**config.mk**
```make
export PLATFORM = sky130hd
export DESIGN_NAME = tag_regfile
export DESIGN_NICKNAME = d
export VERILOG_FILES = /design/src/rtl/rv32i_types.sv /design/src/rtl/regfile_operand_lookup.sv /design/src/rtl/tag_regfile.sv
export SDC_FILE = /design/constraint.sdc
export NUM_CORES = 2
export LEC_CHECK = 0
export BUFFER_PORTS_ARGS = -buffer_cell sky130_fd_sc_hd__buf_4
export CAP_MARGIN = 40
export CORE_ASPECT_RATIO = 1.5
export CORE_UTILIZATION = 30
export DETAILED_ROUTE_END_ITERATION = 12
export SYNTH_ARGS = -nofsm -noshare
export SYNTH_HDL_FRONTEND = slang
export SYNTH_SLANG_ARGS = --single-unit
```
**constraint.sdc**
```tcl
create_clock -name clk -period 6.09 [get_ports clk]
set_input_delay 0.3045 -clock clk [delete_from_list [all_inputs] [get_ports clk]]
set_output_delay 0.3045 -clock clk [all_outputs]
set_load 0.1 [all_outputs]
```
**src/rtl/rv32i_types.sv**
```systemverilog
// Shared RV32I pipeline types.
//   sal_t     : tagged value {tag, rdy, data} used on the ROB front, on the
//               broadcast bus and for reservation-station operands.
//   regstat_t : per-architectural-register status {busy, tag}.
package rv32i_types;

  localparam int WIDTH     = 32;
  localparam int NUM_REGS  = 32;
  localparam int TAG_WIDTH = 4;
  localparam int ROB_SIZE  = 8;

  localparam int REG_IDX_W = $clog2(NUM_REGS);
  localparam int ROB_IDX_W = $clog2(ROB_SIZE);

  // Tags at or above this value have no broadcast bus slot.
  localparam logic [TAG_WIDTH-1:0] ROB_SIZE_TAG = TAG_WIDTH'(ROB_SIZE);

  typedef struct packed {
    logic [TAG_WIDTH-1:0] tag;
    logic                 rdy;
    logic [WIDTH-1:0]     data;
  } sal_t;

  typedef struct packed {
    logic                 busy;
    logic [TAG_WIDTH-1:0] tag;
  } regstat_t;

endpackage

```
**src/rtl/regfile_operand_lookup.sv**
```systemverilog
// Combinational operand resolution for one source register.
// Ports:
//   rs          source architectural register
//   reg_val     committed register value for rs
//   stat        busy/tag status for rs
//   commit      ROB is committing a register-writing instr this cycle
//   commit_rd   register written by the committing instr
//   rdest_tag   ROB-front tag
//   rdest_data  ROB-front result
//   bus         completed results, indexed by ROB tag
//   operand     {tag, rdy, data}; rdy=0 means wait on tag, data is don't-care
module regfile_operand_lookup
  import rv32i_types::*;
(
  input  logic [REG_IDX_W-1:0] rs,
  input  logic [WIDTH-1:0]     reg_val,
  input  regstat_t             stat,
  input  logic                 commit,
  input  logic [REG_IDX_W-1:0] commit_rd,
  input  logic [TAG_WIDTH-1:0] rdest_tag,
  input  logic [WIDTH-1:0]     rdest_data,
  input  sal_t                 bus [ROB_SIZE],
  output sal_t                 operand
);

  sal_t bus_entry;
  logic bus_hit;
  logic commit_hit;

  // NOTE: every variable gets a value before any branch, so no latch can
  // be inferred when a path leaves it unassigned.
  always_comb begin
    bus_entry  = bus[stat.tag[ROB_IDX_W-1:0]];
    bus_hit    = (stat.tag < ROB_SIZE_TAG) && bus_entry.rdy
                 && (bus_entry.tag == stat.tag);
    // The committing result only satisfies the newest producer; an older
    // producer committing leaves the operand still waiting.
    commit_hit = commit && (commit_rd == rs) && (rdest_tag == stat.tag);

    operand = '0;
    if (rs == '0 || !stat.busy) begin
      operand.rdy  = 1'b1;
      operand.data = reg_val;
    end else if (commit_hit) begin
      operand.tag  = stat.tag;
      operand.rdy  = 1'b1;
      operand.data = rdest_data;
    end else if (bus_hit) begin
      operand.tag  = stat.tag;
      operand.rdy  = 1'b1;
      operand.data = bus_entry.data;
    end else begin
      operand.tag  = stat.tag;
    end
  end

endmodule

```
**src/rtl/tag_regfile.sv**
```systemverilog
// Architectural register file with register status table (busy + ROB tag).
// Ports:
//   clk, rst           clock; asynchronous active-low reset
//   reg_ld_instr/rd/rd_tag   dispatch marks rd busy with its ROB tag
//   commit/commit_rd/rdest   ROB front writes its result back
//   flush              mispredict: all busy bits clear, dispatch ignored
//   rob_broadcast_bus  completed results indexed by tag (operand bypass)
//   rs1/rs2            dispatching instr sources
//   rs1_out/rs2_out    tagged operands, combinational
module tag_regfile
  import rv32i_types::*;
(
  input  logic                 clk,
  input  logic                 rst,
  input  logic                 reg_ld_instr,
  input  logic [4:0]           rd,
  input  logic [TAG_WIDTH-1:0] rd_tag,
  input  logic                 commit,
  input  logic [4:0]           commit_rd,
  input  sal_t                 rdest,
  input  logic                 flush,
  input  sal_t                 rob_broadcast_bus [ROB_SIZE],
  input  logic [4:0]           rs1,
  input  logic [4:0]           rs2,
  output sal_t                 rs1_out,
  output sal_t                 rs2_out
);

  logic [WIDTH-1:0] reg_q  [NUM_REGS];
  logic [WIDTH-1:0] reg_d  [NUM_REGS];
  regstat_t         stat_q [NUM_REGS];
  regstat_t         stat_d [NUM_REGS];

  // A commit is only issued for a completed entry, so the ROB-front rdy
  // bit carries no extra information here.
  logic unused_rdest_rdy;
  assign unused_rdest_rdy = rdest.rdy;

  always_comb begin
    reg_d  = reg_q;
    stat_d = stat_q;

    if (commit && commit_rd != '0) begin
      reg_d[commit_rd] = rdest.data;
      // A newer dispatch to the same register keeps it busy.
      if (stat_q[commit_rd].tag == rdest.tag) begin
        stat_d[commit_rd].busy = 1'b0;
      end
    end

    // Dispatch is applied after commit so a same-cycle dispatch to the
    // committing register wins the busy/tag update.
    if (flush) begin
      for (int i = 0; i < NUM_REGS; i++) begin
        stat_d[i].busy = 1'b0;
      end
    end else if (reg_ld_instr && rd != '0) begin
      stat_d[rd].busy = 1'b1;
      stat_d[rd].tag  = rd_tag;
    end
  end

  // NOTE: the whole register array is reset, since software-visible reset
  // state is all-zero registers; sequential state uses non-blocking
  // assignments so every flop samples the pre-edge values.
  always_ff @(posedge clk or negedge rst) begin
    if (!rst) begin
      for (int i = 0; i < NUM_REGS; i++) begin
        reg_q[i]  <= '0;
        stat_q[i] <= '0;
      end
    end else begin
      for (int i = 0; i < NUM_REGS; i++) begin
        reg_q[i]  <= reg_d[i];
        stat_q[i] <= stat_d[i];
      end
    end
  end

  // Reads use current (pre-dispatch) state, so an instr whose rs equals its
  // own rd sees the previous producer.
  regfile_operand_lookup u_rs1_lookup (
    .rs         (rs1),
    .reg_val    (reg_q[rs1]),
    .stat       (stat_q[rs1]),
    .commit     (commit),
    .commit_rd  (commit_rd),
    .rdest_tag  (rdest.tag),
    .rdest_data (rdest.data),
    .bus        (rob_broadcast_bus),
    .operand    (rs1_out)
  );

  regfile_operand_lookup u_rs2_lookup (
    .rs         (rs2),
    .reg_val    (reg_q[rs2]),
    .stat       (stat_q[rs2]),
    .commit     (commit),
    .commit_rd  (commit_rd),
    .rdest_tag  (rdest.tag),
    .rdest_data (rdest.data),
    .bus        (rob_broadcast_bus),
    .operand    (rs2_out)
  );

endmodule
```
==> impl_metrics.ini <==
[placed_design]
port-buffer-count = 434
dp_hpwl_mm = 185
finalWeightedCongestion = 0.946

[power_and_ir_drop]
ir_drop_v = 0.000228
p_leak_nw = 33.9
power_density_nw_per_um2 = 311

[cells_and_area]
num-nets-final = 5894
fill_cells = 21989
synthToLayoutAreaGrowth_pct = 16.8
drive_gt1_share_pct = 40.7

[global_routing]
grt_pass1_vias = 51639
grt_max_degree = 189
grt.total_usage_pct = 23.4
antenna_found_initial = 65
grt_first_pass_wirelength_mm = 388
overflow = 0

[synthesis]
synth-edff-count = 0
ys.flop_type = dfrtp_1
syn_nets = 5716
ys_async_sr_fraction_pct = 100
synth_seq_cells = 1183
synth_most_common_cell = dfrtp_1
synthTopCellsByCount = 1,183 x dfrtp_1, 810 x nand2_1, 739 x mux4_2
ys_types = 70
syn_area_per_cell_um2 = 12.8
syn_inst = 5354
yosys_warnings = 0
yosys.area.top_type = dfrtp_1
ys_seq_area_share_pct = 43.2
synth.area.top_cells = dfrtp_1 43%, mux4_2 24%, mux2_2 11%, nand2_1 4.4%, mux2i_1 3.6%
synth_top_cell_area_share_pct = 43.2
synth_area_um2 = 68600

[critical_path]
critPathMaxFanout = 22
worst_path_most_repeated_cell = buf_4
rrSetupSlack_ps = 3250
crit_buf_inv = 2
max_stage_delay_ps = 710
critPathTopFamily = simple AND/OR/NAND/NOR gates
worstPathCellList = mux4_2 -> mux2i_1 -> nor3b_1 -> nor4_4 -> and2_1 -> o211ai_1 -> nand4b_4 -> buf_4 -> o221ai_2 -> buf_4
start_kind = register
slowest_stage = nor4_4
cp-end-kind = output pin
crit_required_ps = 5790
crit_type = register to output pin
arrival_ps = 5410

[sta]
rsz0062_at_grt = no
worst_pin_slew_ps = 1200
setup_viol = 0
fin_crit_sh_pct = 93.8
fin_setup_tns_ps = 0
fin_hold_ws_ps = 67.3
fin_skew_ps = 22.0
fmax_mhz = 175
slew_violations = 0
fin_crit_ps = 5710
slew_headroom_pct = 19.8
final_hold_viol_count = 0

[route]
drt-pass1-iter-count = 7
finalWirelength_mm = 272
wl_per_cell_um = 31.3
dr.first_iter.drc_count = 4703
drc = 0
ant_nets = 0
vias_per_cell = 5.81
vias = 50483

[clock_tree]
insertion_delay_ps = 770
postCtsSetupRepairBufs = 0
root_buffer = clkbuf_16
clock_sinks = 1183
clockBufferDepth = 3
path_clk_slew_ps = 60
tritoncts = done
htree_levels = 3
cts_made_buffers = 112

[die]
start_util_pct = 30.2
row_count = 214
core_area_um2 = 227000
dieArea_um2 = 231000
ioPinCount = 436
die_w_um = 392
die_h_um = 588

[job]
cap_violations = 0

[hold_path]
min_path_type = primary input to register

[run_status]
status = finished clean
cells in the final DEF, fill, tap and decap left out, types with 13 or more instances in the layout:
master / netlist / final
nor2_1: 86 / 67
clkbuf_16: 0 / 115
a22oi_1: 76 / 76
o221ai_2: 30 / 30
mux4_2: 739 / 739
o21ai_0: 483 / 483
dfrtp_1: 1183 / 1183
clkinv_2: 0 / 21
a31oi_1: 35 / 35
buf_4: 9 / 530
clkbuf_1: 414 / 17
nand2_4: 0 / 15
o211ai_1: 19 / 19
nand2_1: 810 / 795
nand2b_1: 20 / 20
o21ai_1: 30 / 30
nand3_1: 109 / 109
nor2_4: 1 / 18
buf_12: 1 / 25
mux2_2: 677 / 677
a32oi_1: 33 / 33
dlygate4sd3_1: 0 / 34
buf_16: 0 / 30
mux2i_1: 248 / 247
inv_1: 36 / 35
clkbuf_8: 0 / 43
diode_2: 0 / 38
nor2b_1: 14 / 13
state kept, by name (all words and copies together), names as in the netlist:
register  flops
reg_q      1024
stat_q      159
layout make-up:
cell class,count,area [um^2],share of cell area [%]
Inverter,36,140,0.175
Clock inverter,35,437,0.545
Multi-Input combinational cell,3570,36700,45.9
Tap cell,3024,3780,4.73
Antenna cell,38,95.1,0.119
Sequential cell,1183,29600,37.0
Timing Repair Buffer,629,5760,7.20
Clock buffer,175,3530,4.41
cells by family after synthesis:
group / count (synthesis) / share of synthesized area (%)
flops: 1183 / 43.2
compound gates: 766 / 6.97
mux: 1664 / 39.0
simple gates: 1121 / 6.88
xor+xnor: 19 / 0.243
buf+inv: 601 / 3.72
worst paths after layout:
kind | from | endpoint | cells past startpoint
min in group asynchronous | rst | reg_q[654] | 2
max in group asynchronous | rst | reg_q[446] | 3
min reg2reg | reg_q[1021] | reg_q[1021] | 0
max | stat_q[52] | rs2_out[2] | 10
min | rd_tag[3] | stat_q[148] | 2
max reg2reg | stat_q[83] | stat_q[99] | 8
power by group:
group / leakage [nW] / switching [mW] / total [mW] / internal (mW)
logic: 16.6 / 3.84 / 7.06 / 3.22
clock network: 1.98 / 3.28 / 7.60 / 4.32
registers: 15.4 / 1.03 / 10.3 / 9.23
total: 33.9 / 8.15 / 24.9 / 16.8
per-layer routing:
metal,track usage [%],routed length [um],vias up
met3,5.44,23300,751
met4,17.9,22600,28
met1,27.8,98600,26457
met5,0,168,-
met2,36.6,127000,2643
li1,-,-,20604
timing repair:
| item | in CTS | in global routing |
|---|---|---|
| hold buffers | 34 | 0 |
| resized for setup | 0 | 0 |
| hold endpoints to repair | 589 | 0 |
through the flow:
step                power (mW)  cells  cell area (um^2)  utilization, %  setup slack [ps]
global placement          17.0   8364             74700            32.9               562
global route              25.8   8679             80000            35.3               284
detailed placement        17.4   8407             75700            33.4               697
floorplan                 14.9   5354             68600               -              1250
CTS                       25.0   8651             80000            35.3               448
finish                    24.9   8690             80100            35.3               380
Note: power is estimated with default switching activity, not from simulation.
